--- config.mk ---
export PLATFORM = sky130hd
export DESIGN_NAME = cond_sum_adder_scheduler
export DESIGN_NICKNAME = d
export VERILOG_FILES = /design/src/rtl/cond_sum_adder_scheduler.sv
export SDC_FILE = /design/constraint.sdc
export NUM_CORES = 1
export LEC_CHECK = 0
export ABC_CLOCK_PERIOD_IN_PS = 2300
export CAP_MARGIN = 30
export CELL_PAD_IN_SITES_DETAIL_PLACEMENT = 0
export CELL_PAD_IN_SITES_GLOBAL_PLACEMENT = 1
export CORE_ASPECT_RATIO = 0.5
export CORE_UTILIZATION = 35
export CTS_CLUSTER_DIAMETER = 50
export DETAILED_ROUTE_END_ITERATION = 10
export GPL_TIMING_DRIVEN = 0
export PLACE_DENSITY_LB_ADDON = 0.25
export SLEW_MARGIN = 15
export SYNTH_ARGS = -nofsm -noshare
export SYNTH_HDL_FRONTEND = slang
export SYNTH_SLANG_ARGS = --single-unit
--- constraint.sdc ---
create_clock -name clk -period 2.3 [get_ports clk]
set_clock_uncertainty 0.15 [all_clocks]
set_input_delay 0.46 -clock clk [delete_from_list [all_inputs] [get_ports clk]]
set_output_delay 0.46 -clock clk [all_outputs]
set_load 0.01 [all_outputs]
--- src/rtl/cond_sum_adder_scheduler.sv ---
// cond_sum_adder_scheduler
//
// Round-robin arbiter and byte-serial sequencer that shares one registered
// 8-bit conditional-sum adder between two requesters. Each accepted request is
// a W-bit addition (W = 8*NBYTES). It is issued one byte per cycle to the
// external adder, and the adder's registered carry feeds the next byte.
//
// Ports
//   clk                  clock shared with the external adder
//   rst                  asynchronous reset, active low
//   req0_valid/ready     requester 0 handshake (ready is combinational)
//   req0_a/b/cin         requester 0 operands and carry-in
//   req1_valid/ready     requester 1 handshake (ready is combinational)
//   req1_a/b/cin         requester 1 operands and carry-in
//   add_a/add_b/add_cin  byte and carry presented to the adder
//   add_sum/add_cout     adder registered result (1-cycle latency)
//   res_valid/ready      result handshake
//   res_id               requester that owns the result
//   res_sum/res_cout     W-bit sum and final carry-out
//   busy                 operation in flight (RUN or RESP)
module cond_sum_adder_scheduler #(
  parameter int NBYTES = 4
) (
  input  logic                clk,
  input  logic                rst,
  input  logic                req0_valid,
  output logic                req0_ready,
  input  logic [8*NBYTES-1:0] req0_a,
  input  logic [8*NBYTES-1:0] req0_b,
  input  logic                req0_cin,
  input  logic                req1_valid,
  output logic                req1_ready,
  input  logic [8*NBYTES-1:0] req1_a,
  input  logic [8*NBYTES-1:0] req1_b,
  input  logic                req1_cin,
  output logic [7:0]          add_a,
  output logic [7:0]          add_b,
  output logic                add_cin,
  input  logic [7:0]          add_sum,
  input  logic                add_cout,
  output logic                res_valid,
  input  logic                res_ready,
  output logic                res_id,
  output logic [8*NBYTES-1:0] res_sum,
  output logic                res_cout,
  output logic                busy
);

  localparam int W  = 8 * NBYTES;
  localparam int IW = $clog2(NBYTES + 1);
  localparam logic [IW-1:0] IDX_ZERO = {IW{1'b0}};
  localparam logic [IW-1:0] IDX_LAST = IW'(NBYTES);

  typedef enum logic [1:0] {
    IDLE = 2'd0,
    RUN  = 2'd1,
    RESP = 2'd2
  } state_t;

  state_t        state_r;
  logic [IW-1:0] idx_r;
  logic          last_r;
  logic [W-1:0]  op_a_r;
  logic [W-1:0]  op_b_r;
  logic          cin_r;
  logic          res_valid_r;
  logic          res_id_r;
  logic [W-1:0]  res_sum_r;
  logic          res_cout_r;
  logic          busy_r;

  logic          grant_s;
  logic          ready0_s;
  logic          ready1_s;
  logic          hs_s;
  logic [W-1:0]  sel_a_s;
  logic [W-1:0]  sel_b_s;
  logic          sel_cin_s;
  logic [7:0]    add_a_s;
  logic [7:0]    add_b_s;
  logic          add_cin_s;
  logic [W+7:0]  cat_s;

  // Arbitration: a lone requester wins; under contention the one not served last wins.
  always_comb begin
    grant_s = 1'b0;
    if (req0_valid && req1_valid) begin
      grant_s = ~last_r;
    end else if (req1_valid) begin
      grant_s = 1'b1;
    end else begin
      grant_s = 1'b0;
    end
    // Gating with rst keeps both readies low while reset is asserted.
    ready0_s = rst && (state_r == IDLE) && req0_valid && !grant_s;
    ready1_s = rst && (state_r == IDLE) && req1_valid && grant_s;
    hs_s     = ready0_s || ready1_s;
    if (grant_s) begin
      sel_a_s   = req1_a;
      sel_b_s   = req1_b;
      sel_cin_s = req1_cin;
    end else begin
      sel_a_s   = req0_a;
      sel_b_s   = req0_b;
      sel_cin_s = req0_cin;
    end
  end

  // Adder drive: the operand registers shift down one byte per RUN cycle, so byte k sits at [7:0].
  always_comb begin
    add_a_s   = 8'd0;
    add_b_s   = 8'd0;
    add_cin_s = 1'b0;
    if ((state_r == RUN) && (idx_r < IDX_LAST)) begin
      add_a_s = op_a_r[7:0];
      add_b_s = op_b_r[7:0];
      // Byte 0 uses the request carry; later bytes chain the adder's registered carry.
      if (idx_r == IDX_ZERO) begin
        add_cin_s = cin_r;
      end else begin
        add_cin_s = add_cout;
      end
    end else begin
      add_a_s   = 8'd0;
      add_b_s   = 8'd0;
      add_cin_s = 1'b0;
    end
  end

  // Result bytes enter from the top, so after NBYTES captures byte 0 sits at [7:0].
  assign cat_s = {add_sum, res_sum_r};

  // Control FSM together with operand, result and status registers.
  always_ff @(posedge clk or negedge rst) begin
    if (!rst) begin
      state_r     <= IDLE;
      idx_r       <= IDX_ZERO;
      last_r      <= 1'b1;
      op_a_r      <= {W{1'b0}};
      op_b_r      <= {W{1'b0}};
      cin_r       <= 1'b0;
      res_valid_r <= 1'b0;
      res_id_r    <= 1'b0;
      res_sum_r   <= {W{1'b0}};
      res_cout_r  <= 1'b0;
      busy_r      <= 1'b0;
    end else begin
      case (state_r)
        IDLE: begin
          if (hs_s) begin
            op_a_r   <= sel_a_s;
            op_b_r   <= sel_b_s;
            cin_r    <= sel_cin_s;
            res_id_r <= grant_s;
            last_r   <= grant_s;
            idx_r    <= IDX_ZERO;
            busy_r   <= 1'b1;
            state_r  <= RUN;
          end
        end
        RUN: begin
          idx_r  <= idx_r + IW'(1);
          op_a_r <= op_a_r >> 4'd8;
          op_b_r <= op_b_r >> 4'd8;
          // The adder result for byte k-1 appears one cycle after it was issued.
          if (idx_r != IDX_ZERO) begin
            res_sum_r <= cat_s[W+7:8];
          end
          if (idx_r == IDX_LAST) begin
            res_cout_r  <= add_cout;
            res_valid_r <= 1'b1;
            state_r     <= RESP;
          end
        end
        RESP: begin
          if (res_ready) begin
            res_valid_r <= 1'b0;
            busy_r      <= 1'b0;
            state_r     <= IDLE;
          end
        end
        default: begin
          state_r     <= IDLE;
          idx_r       <= IDX_ZERO;
          res_valid_r <= 1'b0;
          busy_r      <= 1'b0;
        end
      endcase
    end
  end

  assign req0_ready = ready0_s;
  assign req1_ready = ready1_s;
  assign add_a      = add_a_s;
  assign add_b      = add_b_s;
  assign add_cin    = add_cin_s;
  assign res_valid  = res_valid_r;
  assign res_id     = res_id_r;
  assign res_sum    = res_sum_r;
  assign res_cout   = res_cout_r;
  assign busy       = busy_r;

endmodule

==> qor.csv <==
stage,metric,value,unit
logic_synthesis,synth_area,5560,um^2
global_routing,grt_pass1_wl,27200,um
floorplan,pin_count,199,
global_routing,overflow,0,
setup_path,cp_data_required_time,1.69,ns
power,ir_drop,0.000743,V
sta,max_freq,0.432,GHz
placement,dp_slack,-1.14,ns
clock_network,clock-sinks,107,
setup_path,cp-end-kind,output pin,
status,outcome,finished with violations,
setup_path,crit_type,reg2out,
layout,syn2layout_area_growth,52.4,%
sta,slew_violations,0,
layout,nNetsFinal,847,
logic_synthesis,ys_seq_area_share,48.2,%
logic_synthesis,synthesis.nets,616,
status,violations,negative setup slack,
logic_synthesis,synth_area_per_cell,11.8,um^2
route,dr.pass1.iters,5,
route,routed_wl,17500,um
sta,timing.hold.ws,0.0204,ns
placement,place.detailed.hpwl,12400,um
sta,fin_crit,2.32,ns
placement,numPortBuffers,198,
layout,fin_area,8470,um^2
route,viasPerCell,5.27,
floorplan,die-area,16400,um^2
sta,worst_pin_slew,0.735,ns
route,wl_per_cell,19.3,um
flow_run,drv_cap,0,
sta,relSlewSlack,50.9,%
power,p_switching,3.75,mW
clock_network,path_clk_slew,0.08,ns
layout,layout-drive-gt1-share,22.2,%
route,vias,4799,
floorplan,dieWidth,180,um
global_routing,use_met2,33.5,%
logic_synthesis,synthDistinctLibCells,40,
floorplan,start_util,36.0,%
layout,antennaDiodeCount,0,
route,drcViolationCount,0,
setup_path,cp_max_fo,3,
logic_synthesis,synth_seq_cells,107,
floorplan,chipHeight,91.1,um
clock_network,cts_tree,built,
sta,layout_setup_ws,-0.0154,ns
route,drt_iter0_markers,331,
route,ant_nets,0,
power,internal-power,6.57,mW
power,power.clock.fraction,15.7,%
setup_path,critPathLaunchType,flip-flop,
clock_network,numCtsBuffers,9,
global_routing,grt_pass1_vias,4918,
clock_network,clock_path_buffers,2,
placement,dpl_cell_area,7830,um^2
global_routing,grt_start_max_net_pins,41,
power,p_per_area,1220,nW/um^2
global_routing,grt.busiest_layer,met2,
sta,period_share,101,%
global_routing,use_met3,8.14,%
min_path,hold_class,in2async,
power,total_power,10.3,mW
floorplan,design.core.area,15500,um^2
setup_path,cp_data_arrival_time,1.71,ns
global_routing,antenna_found_initial,0,
logic_synthesis,netlist_instances,470,
clock_network,cts_root_buf,clkbuf_16,
logic_synthesis,synth_warnings,0,
power,swShare,36.3,%
clock_network,clk_latency,0.35,ns
sta,setup_violations,2,
power,power_frac_comb,51.3,%
power,seqPwrFrac,33.0,%
sta,rsz0062_at_grt,yes,
power,leakage,3.76,nW
clock_network,cts_max_level,3,
sta,hold_violations,0,
global_routing,met1_usage,28.5,%
placement,routabilityCongestion,0.770,
global_routing,grt_usage,21.5,%
floorplan,rows,32,
[power groups by stage]
stage | Sequential [mW] | Combinational (mW) | Clock [mW]
2_1_floorplan | 3.37 | 2.94 | 0
3_3_place_gp | 3.38 | 4.96 | 0
3_5_place_dp | 3.41 | 5.06 | 0
4_1_cts | 3.40 | 5.24 | 1.64
5_1_grt | 3.52 | 5.72 | 1.71
6_report | 3.41 | 5.30 | 1.62
[synth_stat cells]
| master | number | area share, % |
|---|---|---|
| clkinv_1 | 1 | 0.067 |
| a221oi_1 | 10 | 1.6 |
| a21oi_1 | 20 | 1.8 |
| dfrtp_1 | 106 | 48 |
| a221o_1 | 32 | 5.8 |
| o22ai_1 | 16 | 1.8 |
| ha_1 | 2 | 0.45 |
| nand2_1 | 38 | 2.6 |
| buf_8 | 1 | 0.27 |
| inv_1 | 20 | 1.4 |
| a21bo_2 | 1 | 0.18 |
| or2_2 | 1 | 0.11 |
| nand2b_1 | 1 | 0.11 |
| nor3b_1 | 2 | 0.27 |
| buf_4 | 6 | 0.81 |
| clkbuf_1 | 12 | 0.81 |
| buf_1 | 2 | 0.14 |
| mux2_4 | 14 | 3.8 |
| mux2_2 | 49 | 9.9 |
| mux2_1 | 2 | 0.41 |
| nor3_1 | 8 | 0.72 |
| o211ai_1 | 1 | 0.14 |
| a31oi_1 | 3 | 0.34 |
| nor2b_1 | 2 | 0.22 |
| a22oi_1 | 1 | 0.14 |
| a21boi_2 | 1 | 0.20 |
| o31ai_1 | 3 | 0.41 |
| and2_1 | 10 | 1.1 |
| a21o_1 | 3 | 0.41 |
| dfstp_2 | 1 | 0.47 |
| a22o_1 | 32 | 5.0 |
| buf_6 | 9 | 1.8 |
| or2_1 | 1 | 0.11 |
| o21ai_0 | 2 | 0.18 |
| nor2_1 | 2 | 0.14 |
| buf_2 | 14 | 1.3 |
| a221oi_2 | 6 | 1.6 |
| nand3_1 | 2 | 0.18 |
| a311oi_1 | 15 | 2.4 |
| mux2i_1 | 18 | 3.2 |
[final cells by class]
type / instances / area, um^2
fill: 1398 / 6980
clock inverter: 3 / 46.3
sequential: 107 / 2680
inverter: 21 / 78.8
timing repair buffer: 221 / 2260
multi-input combinational: 298 / 2550
clock buffer: 13 / 260
buffer: 43 / 339
tap: 204 / 255
[worst max-delay path: stages, from the launching register on]
cell	delay, ns
dfrtp_1	0.41
buf_4	0.16
nor3b_4	0.24
buf_6	0.15
clkbuf_8	0.12
nand2_1	0.06
nor2_1	0.09
buf_2	0.13
[metrics by stage]
step	cells	setup TNS, ns	utilization [%]
6_report	910	-0.0197	54.8
5_1_grt	910	-0.203	54.8
4_1_cts	906	-0.000550	54.7
3_5_place_dp	874	-22.27	50.7
3_3_place_gp	872	-698.42	50.5
2_1_floorplan	470	0	-
[sequential cells by signal, indices dropped and copies added, names as in the netlist]
| register | count |
|---|---|
| op_a_r | 32 |
| op_b_r | 32 |
| res_sum | 32 |
| idx_r | 3 |
| state_r | 2 |
| busy | 1 |
| cin_r | 1 |
| last_r | 1 |
| res_cout | 1 |
| res_id | 1 |
| res_valid | 1 |
[routing by layer]
layer / share of wire [%] / up-vias
met5: 0 / -
met3: 9.4 / 10
li1: - / 2261
met2: 44 / 160
met1: 46 / 2368
met4: 0.62 / 0
[cells by family after synthesis]
kind of cell,share of synthesized area [%]
adders and majority gates,0.450
AOI/OAI and AO/OA,21.9
muxes,17.3
and+or+nand+nor,5.56
DFF,48.2
buffers and inverters,6.53
[worst paths after layout]
path	from	endpoint	slack (ns)	cells past startpoint
max in group asynchronous	rst	op_b_r[15]$_DFFE_PN0P_	0.86	2
min	rst	res_sum[4]$_DFFE_PN0P_	0.02	2
max	state_r[0]$_DFFE_PN0P_	req0_ready	-0.02	7
min in group clk	res_id$_DFFE_PN0P_	res_id$_DFFE_PN0P_	0.34	1
max reg2reg	state_r[1]$_DFFE_PN0P_	op_b_r[6]$_DFFE_PN0P_	0.14	7
min reg2reg	res_id$_DFFE_PN0P_	res_id$_DFFE_PN0P_	0.34	1
[what timing repair did]
action	CTS	global route
resized for setup	73	14
hold endpoints to repair	36	0
hold buffers	3	0
pin swaps	1	2
gates cloned	4	0
endpoints found under the setup margin	35	11
setup buffers	10	4
[cells in the final DEF (no fill, tap or decap), types with 3 or more instances in the layout]
master             n
clkdlybuf4s50_1  177
buf_2             17
and2_1             8
bufbuf_16          4
a31oi_1            3
mux2i_1           18
clkbuf_8           5
a221oi_2           6
buf_6             17
o31ai_1            3
a221o_1           32
nor3_1             8
clkbuf_1          10
o22ai_1           16
dlygate4sd2_1      9
a21oi_1           20
mux2_2            49
dfrtp_1          106
a22o_1            32
a221oi_1          10
buf_4             18
a311oi_1          15
clkbuf_16          9
nand2_1           38
inv_1             20
mux2_4            14
dlygate4sd3_1      3
a21o_1             3
(Power assumes the default switching activity.)
